==> config.mk <==
export PLATFORM = sky130hd
export DESIGN_NAME = ena_scheduler
export DESIGN_NICKNAME = d
export VERILOG_FILES = /design/src/rtl/ena_scheduler.sv
export SDC_FILE = /design/constraint.sdc
export NUM_CORES = 1
export LEC_CHECK = 0
export ABC_AREA = 0
export CAP_MARGIN = 20
export CORE_MARGIN = 10
export CORE_UTILIZATION = 58
export CTS_BUF_LIST = sky130_fd_sc_hd__clkbuf_4
export CTS_CLUSTER_SIZE = 20
export DETAILED_ROUTE_END_ITERATION = 8
export HOLD_SLACK_MARGIN = 0.12
export PLACE_DENSITY = 0.81
export REMOVE_ABC_BUFFERS = 1
export SYNTH_ARGS = -nofsm -noshare
export SYNTH_HDL_FRONTEND = slang
export SYNTH_SLANG_ARGS = --single-unit
==> constraint.sdc <==
create_clock -name clk -period 2.53 [get_ports clk]
set_clock_uncertainty 0.1 [all_clocks]
set_input_delay 0.3795 -clock clk [delete_from_list [all_inputs] [get_ports clk]]
set_output_delay 0.3795 -clock clk [all_outputs]
set_load 0.02 [all_outputs]
==> src/rtl/ena_scheduler.sv <==
// Round-robin one-hot0 gate-enable scheduler with starvation override and quiescence detection.
// Optional: define ENA_SCHED_STALL_EN to add LFSR-driven random stalls between firings.
module ena_scheduler #(
  parameter int unsigned N            = 4,
  parameter int unsigned MAX_WAIT     = 7,
  parameter int unsigned QUIET_CYCLES = 3,
  parameter logic [15:0] LFSR_SEED    = 16'hACE1
) (
  input  logic         clk,
  input  logic         reset_n,
  input  logic         run,
  input  logic [N-1:0] excited,
  output logic [N-1:0] ena,
  output logic         fired,
  output logic         quiescent,
  output logic         starve_err
);

  localparam int unsigned IdxW   = (N > 1) ? $clog2(N) : 1;
  localparam int unsigned WaitW  = $clog2(MAX_WAIT + 1);
  localparam int unsigned QuietW = $clog2(QUIET_CYCLES + 1);
  localparam logic [WaitW-1:0]  WaitMax  = WaitW'(MAX_WAIT);
  localparam logic [QuietW-1:0] QuietMax = QuietW'(QUIET_CYCLES);

  if (LFSR_SEED == 16'h0) begin : g_seed_check
    $error("LFSR_SEED must be non-zero");
  end

  typedef enum logic [1:0] {StIdle, StScan, StFire, StSettle} state_e;

  state_e            state_q;
  logic [IdxW-1:0]   ptr_q;
  logic [WaitW-1:0]  wait_q [N];
  logic [QuietW-1:0] quiet_q;

  logic              any_exc, urgent_any, grant, starve_hit, withhold;
  logic [IdxW-1:0]   urgent_idx, rr_idx, winner, ptr_next;
  logic [N-1:0]      win_onehot;
  logic [WaitW-1:0]  wait_d   [N];
  logic [WaitW-1:0]  wait_inc [N];
  logic [QuietW-1:0] quiet_scan;

  assign any_exc = |excited;

  // Downward walk leaves the lowest-index urgent gate as the final assignment.
  always_comb begin
    urgent_any = 1'b0;
    urgent_idx = '0;
    for (int i = N - 1; i >= 0; i--) begin
      if (excited[i] && (wait_q[i] == WaitMax)) begin
        urgent_any = 1'b1;
        urgent_idx = IdxW'(i);
      end
    end
  end

  always_comb begin
    rr_idx = ptr_q;
    for (int k = N - 1; k >= 0; k--) begin
      if (excited[(int'(ptr_q) + k) % N]) rr_idx = IdxW'((int'(ptr_q) + k) % N);
    end
  end

`ifdef ENA_SCHED_STALL_EN
  logic [15:0] lfsr_q;

  always_ff @(posedge clk or negedge reset_n) begin
    if (!reset_n) begin
      lfsr_q <= LFSR_SEED;
    end else begin
      lfsr_q <= {lfsr_q[14:0], lfsr_q[15] ^ lfsr_q[13] ^ lfsr_q[12] ^ lfsr_q[10]};
    end
  end

  // Urgent gates are never held back, so the stall cannot cause starvation.
  assign withhold = ~lfsr_q[0] & ~urgent_any;
`else
  assign withhold = 1'b0;
`endif

  assign winner     = urgent_any ? urgent_idx : rr_idx;
  assign grant      = run & any_exc & ~withhold;
  assign ptr_next   = IdxW'((int'(winner) + 1) % N);
  assign quiet_scan = any_exc ? '0 : ((quiet_q == QuietMax) ? quiet_q : quiet_q + 1'b1);

  always_comb begin
    win_onehot         = '0;
    win_onehot[winner] = 1'b1;
    starve_hit         = 1'b0;
    for (int i = 0; i < N; i++) begin
      wait_inc[i] = (wait_q[i] == WaitMax) ? wait_q[i] : wait_q[i] + 1'b1;
      wait_d[i]   = '0;
      if (excited[i] && (IdxW'(i) != winner)) begin
        wait_d[i] = wait_inc[i];
        if (wait_q[i] == WaitMax) starve_hit = 1'b1;
      end
    end
  end

  always_ff @(posedge clk or negedge reset_n) begin
    if (!reset_n) begin
      state_q    <= StIdle;
      ena        <= '0;
      fired      <= 1'b0;
      quiescent  <= 1'b0;
      starve_err <= 1'b0;
      ptr_q      <= '0;
      quiet_q    <= '0;
      for (int i = 0; i < N; i++) wait_q[i] <= '0;
    end else begin
      unique case (state_q)
        StIdle: begin
          quiet_q   <= '0;
          quiescent <= 1'b0;
          if (run) state_q <= StScan;
        end
        StScan: begin
          quiet_q   <= quiet_scan;
          quiescent <= (quiet_scan == QuietMax);
          if (!run) begin
            state_q <= StIdle;
          end else if (grant) begin
            state_q <= StFire;
            ena     <= win_onehot;
            fired   <= 1'b1;
            ptr_q   <= ptr_next;
            wait_q  <= wait_d;
            if (starve_hit) starve_err <= 1'b1;
          end
`ifdef ENA_SCHED_STALL_EN
          else if (any_exc) begin
            for (int i = 0; i < N; i++) begin
              if (excited[i]) wait_q[i] <= wait_inc[i];
            end
          end
`endif
        end
        StFire: begin
          ena     <= '0;
          fired   <= 1'b0;
          state_q <= StSettle;
        end
        StSettle: begin
          state_q <= run ? StScan : StIdle;
        end
        default: state_q <= StIdle;
      endcase
    end
  end

endmodule

Word-level counts from Yosys, hierarchy flattened

Cells that the tools add are included.

Flip-flop bits (word level): 25
Output and inout port bits: 7
Logic and storage cells: 123

$add $sub $neg: 9
Magnitude comparators: 6
Equality and inequality tests: 20
Muxes and demuxes: 54
Bitwise logic cells: 1
Reductions and logical operators: 22

Operator list:

| cell                | count |
|---|---|
| $mux 2              | 14 |
| $mux 3              | 8 |
| $mux 1              | 20 |
| $reduce_and 4->1    | 5 |
| $lt 2x3->1 const B  | 5 |
| $ne 2x2->1 const B  | 7 |
| $add 3x1->3 const B | 4 |
| $eq 3x3->1 const B  | 4 |
| $logic_and 1x1->1   | 9 |
| $bmux 1 s2          | 4 |
| $eq 2x2->1 const B  | 4 |
| $mux 4              | 2 |
| $pmux 2 s4          | 1 |
| $pmux 4 s2          | 1 |
| $add 2x1->2 const B | 3 |
| $reduce_and 3->1    | 2 |
| $reduce_bool 2->1   | 3 |
| $add 2x2->2 const B | 2 |
| $ne 2x2->1 const A  | 2 |
| $pmux 1 s2          | 2 |
| $pmux 2 s2          | 1 |
| $reduce_or 4->1     | 1 |
| $ne 3x3->1 const B  | 1 |
| $demux 1 s2         | 1 |
| 6 further kinds     | 6 |

Logic depth before layout (Yosys ltp)

Gate-level depths: netlist (run 1).

Depth in word-level cells: 18
Depth in mapped cells: 9

Worst setup path before layout (run 1)

No wires, ideal clock.

Path kind: input to register
Start point: input excited[2]
End point: register wait_q[0] (netlist bit)
Arrival: 2.046 ns
Setup slack: 0.260 ns
Stages on the path: 9
Buffers on the path: 1
Cells stage by stage: buf_2 -> nor2b_1 -> o21a_1 -> o311ai_1 -> nor2b_1 -> ha_1 -> nand3b_1 -> nand2_1 -> mux2_2

Word-level cells in the longest chain between the ends: 11
Elaborated cells on any way between the ends: 27
Classes of those cells: eq/ne (2); mux (20); bitwise (1); reduce/logical (4)

Ends and longest elaborated chain:

| item                         | RTL line | RTL |
|---|---|---|
| start: declaration           | 12       | `input logic [N-1:0] excited,` |
| $bmux 1 s2                   | 60       | `if (excited[(int'(ptr_q) + k) % N]) rr_idx = IdxW'((int'(ptr_q) + k) % N);` |
| $mux 1 (implied by the code) | 60       |  |
| $mux 2 (4 in series)         | 60       |  |
| $mux 2                       | 81       | `assign winner = urgent_any ? urgent_idx : rr_idx;` |
| $ne 2x2->1                   | 93       | `if (excited[i] && (IdxW'(i) != winner)) begin` |
| $logic_and 1x1->1            | 93       |  |
| $ne 2x2->1 (no line)         | n/a      |  |
| $reduce_and 4->1 (no line)   | n/a      |  |
| end signal: assignment       | 127      | `wait_q <= wait_d;` |
| end: declaration             | 33       | `logic [WaitW-1:0] wait_q [N];` |

Parallel ways exist; a longest one is shown, timed or not. The select of a mux whose other input is x is not followed.
A chain may end at the register's enable or synchronous reset.

Final worst setup path (run 1)

Start point: register wait_q[0] (netlist bit)
End point: register wait_q[9] (netlist bit)

Word-level cells in the longest chain between the ends: 11
Elaborated cells on any way between the ends: 16
Classes of those cells: eq/ne (2); mux (10); reduce/logical (4)

Ends and longest elaborated chain:

| item                                                  | RTL line | RTL |
|---|---|---|
| $eq 3x3->1 (*)                                        | 50       | `if (excited[i] && (wait_q[i] == WaitMax)) begin` |
| $logic_and 1x1->1 (*)                                 | 50       |  |
| $mux 2 / $mux 1 (equally long branches) (4 in series) | 50       |  |
| $mux 2 (*)                                            | 81       |  |
| $reduce_bool 2->1 (*)                                 | 93       |  |
| $logic_and 1x1->1 (*)                                 | 93       |  |
| $ne 2x2->1 (no line)                                  | n/a      |  |
| $reduce_and 4->1 (no line)                            | n/a      |  |

Every way passes the cells marked *; elsewhere a longest branch is shown, timed or not.

==> key figures, run 1 <==
Floorplan
  – Row Count: 17
  – Core footprint: 0.00223 mm2
  – Initial Utilization: 0.618
  – Die Y-Extent: 68.8 um
  – Num ports: 14
  – Die area: 0.00473 mm2
  – Die width: 68.8 um

Worst setup path
  – Path depth of the worst reg2reg path: 9
  – RR Endpoint: wait_q[9]
  – Critical path endpoint category: register
  – Reg-to-Reg Start: wait_q[0]
  – Worst path required time: 2.67 ns
  – WS Path Type: reg2reg
  – CP Launch Type: register
  – Worst Path Max Fanout: 3
  – Crit path DAT: 2.59 ns
  – Register-to-Register Setup Slack: 0.08 ns

Pwr
  – Pint: 1010 uW
  – Sequential share of power: 0.388
  – P_leak: 0.000871 uW
  – Clock Power Share: 0.123
  – Sw Ratio: 0.381
  – Max VDD drop: 0.784 mV
  – Power density over the cells: 889 mW/mm2
  – P_sw: 620 uW
  – Comb power frac: 0.489

Clock network
  – # clock sinks: 25
  – H-tree levels: 1
  – Hold_buf cts: 0
  – Clk buf depth: 2
  – TritonCTS clock tree: yes
  – Num CTS Buffers: 3
  – CTS root buf: clkbuf_4
  – Worst-path clk slew: 0.15 ns
  – Worst skew pair latency: 0.34 ns

Place
  – Post-DP Area: 0.00166 mm2
  – Placed cell count: 181
  – I/O Buffers: 13
  – GP Congestion: 0.905
  – DPL Wire Length: 2440 um

Route
  – 1st-iter DRT viols: 47
  – Final ANT Viol Nets: 0
  – Total wire length: 3360 um
  – Via count: 1133
  – Vias per std cell: 5.96
  – DR pass1 iterations: 4
  – Drt wl/cell: 17.7 um
  – DRC Markers: 0

Cells and area
  – Final nets: 182
  – N_diodes: 0
  – Leading cell type in the layout, fill and taps excluded: dfrtp_1
  – Share of cells above drive strength 1: 0.333
  – Final std cells w/o fill: 190
  – Most frequent cells in the layout: dfrtp_1, buf_4, nand2_1
  – P&R area growth vs syn: 32.6%
  – Fillcell total: 123
  – Final Cell Area: 0.00183 mm2

Synthesis
  – Register area share after synthesis: 0.453
  – Mapped cell area: 0.00138 mm2
  – Share of synthesized registers carrying an async set or reset: 1.00
  – Syn avg cell area: 11.0 um2
  – Synth Flop Type: dfrtp_1
  – Post-synth EDFFs: 0
  – Synth cell types: 29
  – Syn. warnings: 0
  – FF+latch count, synth: 25
  – Cells after Synth: 126

Global route
  – First-pass GRT wire length: 5480 um
  – Pin count of the biggest net entering global routing: 26
  – Initial antenna violation count: 0
  – Total gr overflow: 0
  – All-layer global routing usage: 0.150
  – Vias in the first global route: 1139

STA
  – Max Freq: 0.409 GHz
  – Final period util: 0.967
  – Slew Viols, Final: 0
  – Setup violators final: 0
  – Worst slew pin tran: 0.587 ns
  – Worst relative slew slack: 0.606
  – Setup TNS: 0 ns
  – Final hold viol count: 0
  – Final min period: 2.45 ns
  – Final hold slack: 0.281 ns

Flow run
  – Max cap viols: 0

Outcome
  – Status: complete, no violations

Worst hold path
  – Hold Crit Class: in2async
critical path, stage by stage, from the launching register on:
cell and delay (ns):
dfrtp_1 0.44, ha_2 0.22, ha_4 0.18, a22oi_2 0.23, nand2_1 0.13, o21ai_2 0.22
ha_2 0.26, nand3b_1 0.15, nand2_1 0.11, mux2_2 0.31
layer usage:
layer | track usage | vias to the layer above | part of all wire
li1 | - | 528 | -
met1 | 0.179 | 554 | 0.42
met2 | 0.253 | 38 | 0.50
met3 | 0.0306 | 13 | 0.043
met4 | 0.0690 | 0 | 0.032
met5 | 0 | - | 0
what timing repair did:
item                       4_1_cts  5_1_grt
resized for setup                6       19
setup buffers                    0        5
setup endpoints to repair        8       12
pin swaps                        1        8
per-stage QoR:
| stage | total power [uW] | util | setup WS, ns |
|---|---|---|---|
| 2_1_floorplan | 1010 | - | 0.237 |
| 3_3_place_gp | 1230 | 0.741 | -0.237 |
| 3_5_place_dp | 1280 | 0.741 | -0.345 |
| 4_1_cts | 1500 | 0.771 | 0.00423 |
| 5_1_grt | 1740 | 0.820 | -0.0355 |
| 6_report | 1630 | 0.820 | 0.0844 |
final cells by class:
type,count,area (um2),area share
clock inverter,1,8.76,0.00478
multi-input combinational,96,833,0.455
timing repair buffer,36,303,0.165
tap,28,35.0,0.0191
inverter,1,3.75,0.00205
clock buffer,3,22.5,0.0123
sequential,25,626,0.342
how the worst max path moves through the flow:
stage                from        end  slack (ns)
2_1_floorplan   wait_q[3]  wait_q[9]        0.24
3_3_place_gp   excited[0]  wait_q[6]       -0.24
3_5_place_dp   excited[0]  wait_q[6]       -0.35
4_1_cts         wait_q[9]  wait_q[6]       0.004
5_1_grt         wait_q[6]  wait_q[9]       -0.04
6_report        wait_q[0]  wait_q[9]        0.08
synth_stat cells, drive strengths merged, types with 2 or more instances:
library cell | number | area [um2]
buf | 4 | 26.3
nor3 | 2 | 10.0
a22oi | 2 | 15.0
o21ai | 3 | 15.0
o21a | 2 | 15.0
ha | 12 | 150
mux2 | 4 | 45.0
a22o | 10 | 87.6
dfrtp | 25 | 626
nor2 | 5 | 18.8
nand2b | 7 | 43.8
nor4b | 4 | 77.6
a21oi | 5 | 25.0
nand3 | 4 | 20.0
nor2b | 4 | 25.0
nand2 | 20 | 75.1
nand3b | 3 | 22.5
cell families after synthesis:
kind of cell	after synthesis	share of synthesized area
buf+inv	5	0.0217
compound gates	28	0.150
simple gates	52	0.234
flops	25	0.453
fa+ha+maj	12	0.109
mux	4	0.0326
sequential cells by signal (all words and copies together) (netlist names), named ones only:
name,cells
starve_err,1
wait_q,12
quiet_q,2
fired,1
quiescent,1
state_q,1
ptr_q,2
ena,4
power by group through the flow:
| stage | Clock, uW | Combinational, uW | Sequential, uW |
|---|---|---|---|
| finish | 201 | 797 | 632 |
| global route | 225 | 872 | 648 |
| CTS | 203 | 675 | 625 |
| detailed placement | 0 | 650 | 633 |
| global placement | 0 | 613 | 621 |
| floorplan | 0 | 363 | 651 |
(Power assumes the default switching activity.)
==> run 2, diff against run 1 <==
--- a/config.mk
+++ b/config.mk
@@ -7,13 +7,13 @@
 export LEC_CHECK = 0
 export ABC_AREA = 0
 export CAP_MARGIN = 20
-export CORE_MARGIN = 10
-export CORE_UTILIZATION = 58
+export CORE_MARGIN = 5
+export CORE_UTILIZATION = 63
 export CTS_BUF_LIST = sky130_fd_sc_hd__clkbuf_4
 export CTS_CLUSTER_SIZE = 20
 export DETAILED_ROUTE_END_ITERATION = 8
 export HOLD_SLACK_MARGIN = 0.12
-export PLACE_DENSITY = 0.81
+export PLACE_DENSITY = 0.87
 export REMOVE_ABC_BUFFERS = 1
 export SYNTH_ARGS = -nofsm -noshare
 export SYNTH_HDL_FRONTEND = slang
==> constraint.sdc (replaced) <==
create_clock -name clk -period 3 [get_ports clk]
set_clock_uncertainty 0.1 [all_clocks]
set_input_delay 0.45 -clock clk [delete_from_list [all_inputs] [get_ports clk]]
set_output_delay 0.45 -clock clk [all_outputs]
set_load 0.02 [all_outputs]
==> run 2 against run 1 <==
Worst hold slack better by 0.073 ns. Final cell count shrank 9.5%. Global-route usage rose by 3.0 points. Via count is 11% lower. Critical path depth is the same. Utilization decreased by 8.2 points. Combinational power down 38%. Non-clock buffer count fell by 18. Clock-buffer cell count is the same. Wire length down 24%. Sequential power decreased by 17%. Design area shrank 13%. Critical path type unchanged. Highest routed layer unchanged.
==> key figures, run 2 (same netlist as run 1, synthesis figures left out) <==
Outcome
  – Status: complete, no violations

Route
  – 1st-iter DRT viols: 26
  – DRC Markers: 0
  – Total wire length: 2540 um
  – DR pass1 iterations: 4
  – Drt wl/cell: 14.8 um
  – Final ANT Viol Nets: 0
  – Vias per std cell: 5.90
  – Via count: 1014

Global route
  – Vias in the first global route: 1031
  – All-layer global routing usage: 0.180
  – Pin count of the biggest net entering global routing: 26
  – Total gr overflow: 0
  – First-pass GRT wire length: 4660 um
  – Initial antenna violation count: 0

STA
  – Final hold viol count: 0
  – Final period util: 0.886
  – Worst relative slew slack: 0.724
  – RSZ-0062 raised after global routing: no
  – Final worst slack: 0.341 ns
  – Worst slew pin tran: 0.407 ns
  – Setup violators final: 0
  – Setup TNS: 0 ns
  – Final min period: 2.66 ns
  – Max Freq: 0.376 GHz
  – Slew Viols, Final: 0

Pwr
  – P_leak: 0.000763 uW
  – Power density over the cells: 737 mW/mm2
  – Clock Power Share: 0.130
  – Comb power frac: 0.422
  – Max VDD drop: 0.463 mV
  – P_sw: 433 uW
  – Sw Ratio: 0.370
  – Power after layout: 1170 uW
  – Pint: 736 uW
  – Sequential share of power: 0.448

Clock network
  – Hold_buf cts: 0
  – # clock sinks: 25
  – Resized Gates After CTS: 0
  – H-tree levels: 1
  – Clk buf depth: 2
  – Worst-path clk slew: 0.13 ns
  – CTS root buf: clkbuf_4
  – TritonCTS clock tree: yes
  – Worst skew pair latency: 0.33 ns
  – Post-CTS setup repair buffer count: 0
  – Num CTS Buffers: 3

Worst setup path
  – Critical path endpoint category: register
  – WS Path Type: reg2reg
  – CP Launch Type: register
  – Crit path DAT: 2.79 ns
  – Worst path required time: 3.13 ns
  – Worst Path Max Fanout: 4

Cells and area
  – Final nets: 164
  – Total area of sequential cells: 626 um2
  – Fillcell total: 164
  – Share of cells above drive strength 1: 0.139
  – Top Registers: wait_q: 12 flops, ena: 4 flops
  – Number of flip-flops under the largest register name: 12
  – Final Cell Area: 0.00159 mm2
  – Multi-input gate area: 726 um2
  – Leading cell type in the layout, fill and taps excluded: dfrtp_1
  – N_diodes: 0
  – Final Util: 0.738
  – Top reg by flops: wait_q
  – P&R area growth vs syn: 14.8%
  – Most frequent cells in the layout: dfrtp_1, nand2_1, clkdlybuf4s50_1

Place
  – GP Congestion: 0.893
  – I/O Buffers: 13
  – Placement Setup Slack: 0.0566 ns
  – DPL Wire Length: 1960 um
  – Post-DP Area: 0.00156 mm2

Floorplan
  – Core footprint: 0.00215 mm2
  – Die area: 0.00323 mm2
  – Row Count: 17
  – Num ports: 14
  – Initial Utilization: 0.643
  – Die Y-Extent: 56.8 um
  – Die width: 56.8 um

Flow run
  – Max cap viols: 0

Worst hold path
  – Hold Crit Class: in2async
[run 2: power groups by stage]
stage	clock (uW)	combinational (uW)	sequential, uW
finish	152	493	524
global route	177	553	538
CTS	160	496	522
detailed placement	0	495	529
global placement	0	477	521
floorplan	0	306	549
[run 2: worst paths after layout]
check                           startpoint  depth (start not counted)          to  slack (ns)
worst max-delay path             wait_q[3]                          9   wait_q[9]        0.34
worst min-delay path               reset_n                          2   wait_q[7]        0.35
worst max register to register   wait_q[3]                          9   wait_q[9]        0.34
worst min register to register  starve_err                          1  starve_err        0.37
max in group asynchronous          reset_n                          2      ena[0]        2.21
min in group clk                starve_err                          1  starve_err        0.37
[run 2: worst max-delay path: stages (launching register included)]
cell and delay (ns):
dfrtp_1 0.42, ha_1 0.21, ha_1 0.25, a22oi_1 0.25
nand2_1 0.11, o21ai_0 0.35, ha_1 0.31, nand3b_1 0.18
nand2_1 0.10, mux2_2 0.27
[run 2: stage by stage]
stage	std cells	hold slack [ns]
detailed placement	168	0.348
CTS	172	0.354
global route	172	0.371
finish	172	0.353
floorplan	122	0.0544
global placement	168	0.346
[run 2: final cells by class]
| class | instances | share of cell area |
|---|---|---|
| multi-input combinational | 96 | 0.458 |
| sequential | 25 | 0.395 |
| timing repair buffer | 18 | 0.106 |
| tap | 28 | 0.0221 |
| clock buffer | 3 | 0.0142 |
| clock inverter | 1 | 0.00316 |
| inverter | 1 | 0.00237 |
[run 2: layer usage]
layer	routed length [um]	up-vias	global-route usage
met2	1250	24	0.304
met5	0	-	0
met3	97	3	0.0322
li1	-	492	-
met1	1150	495	0.230
met4	39	0	0.0662
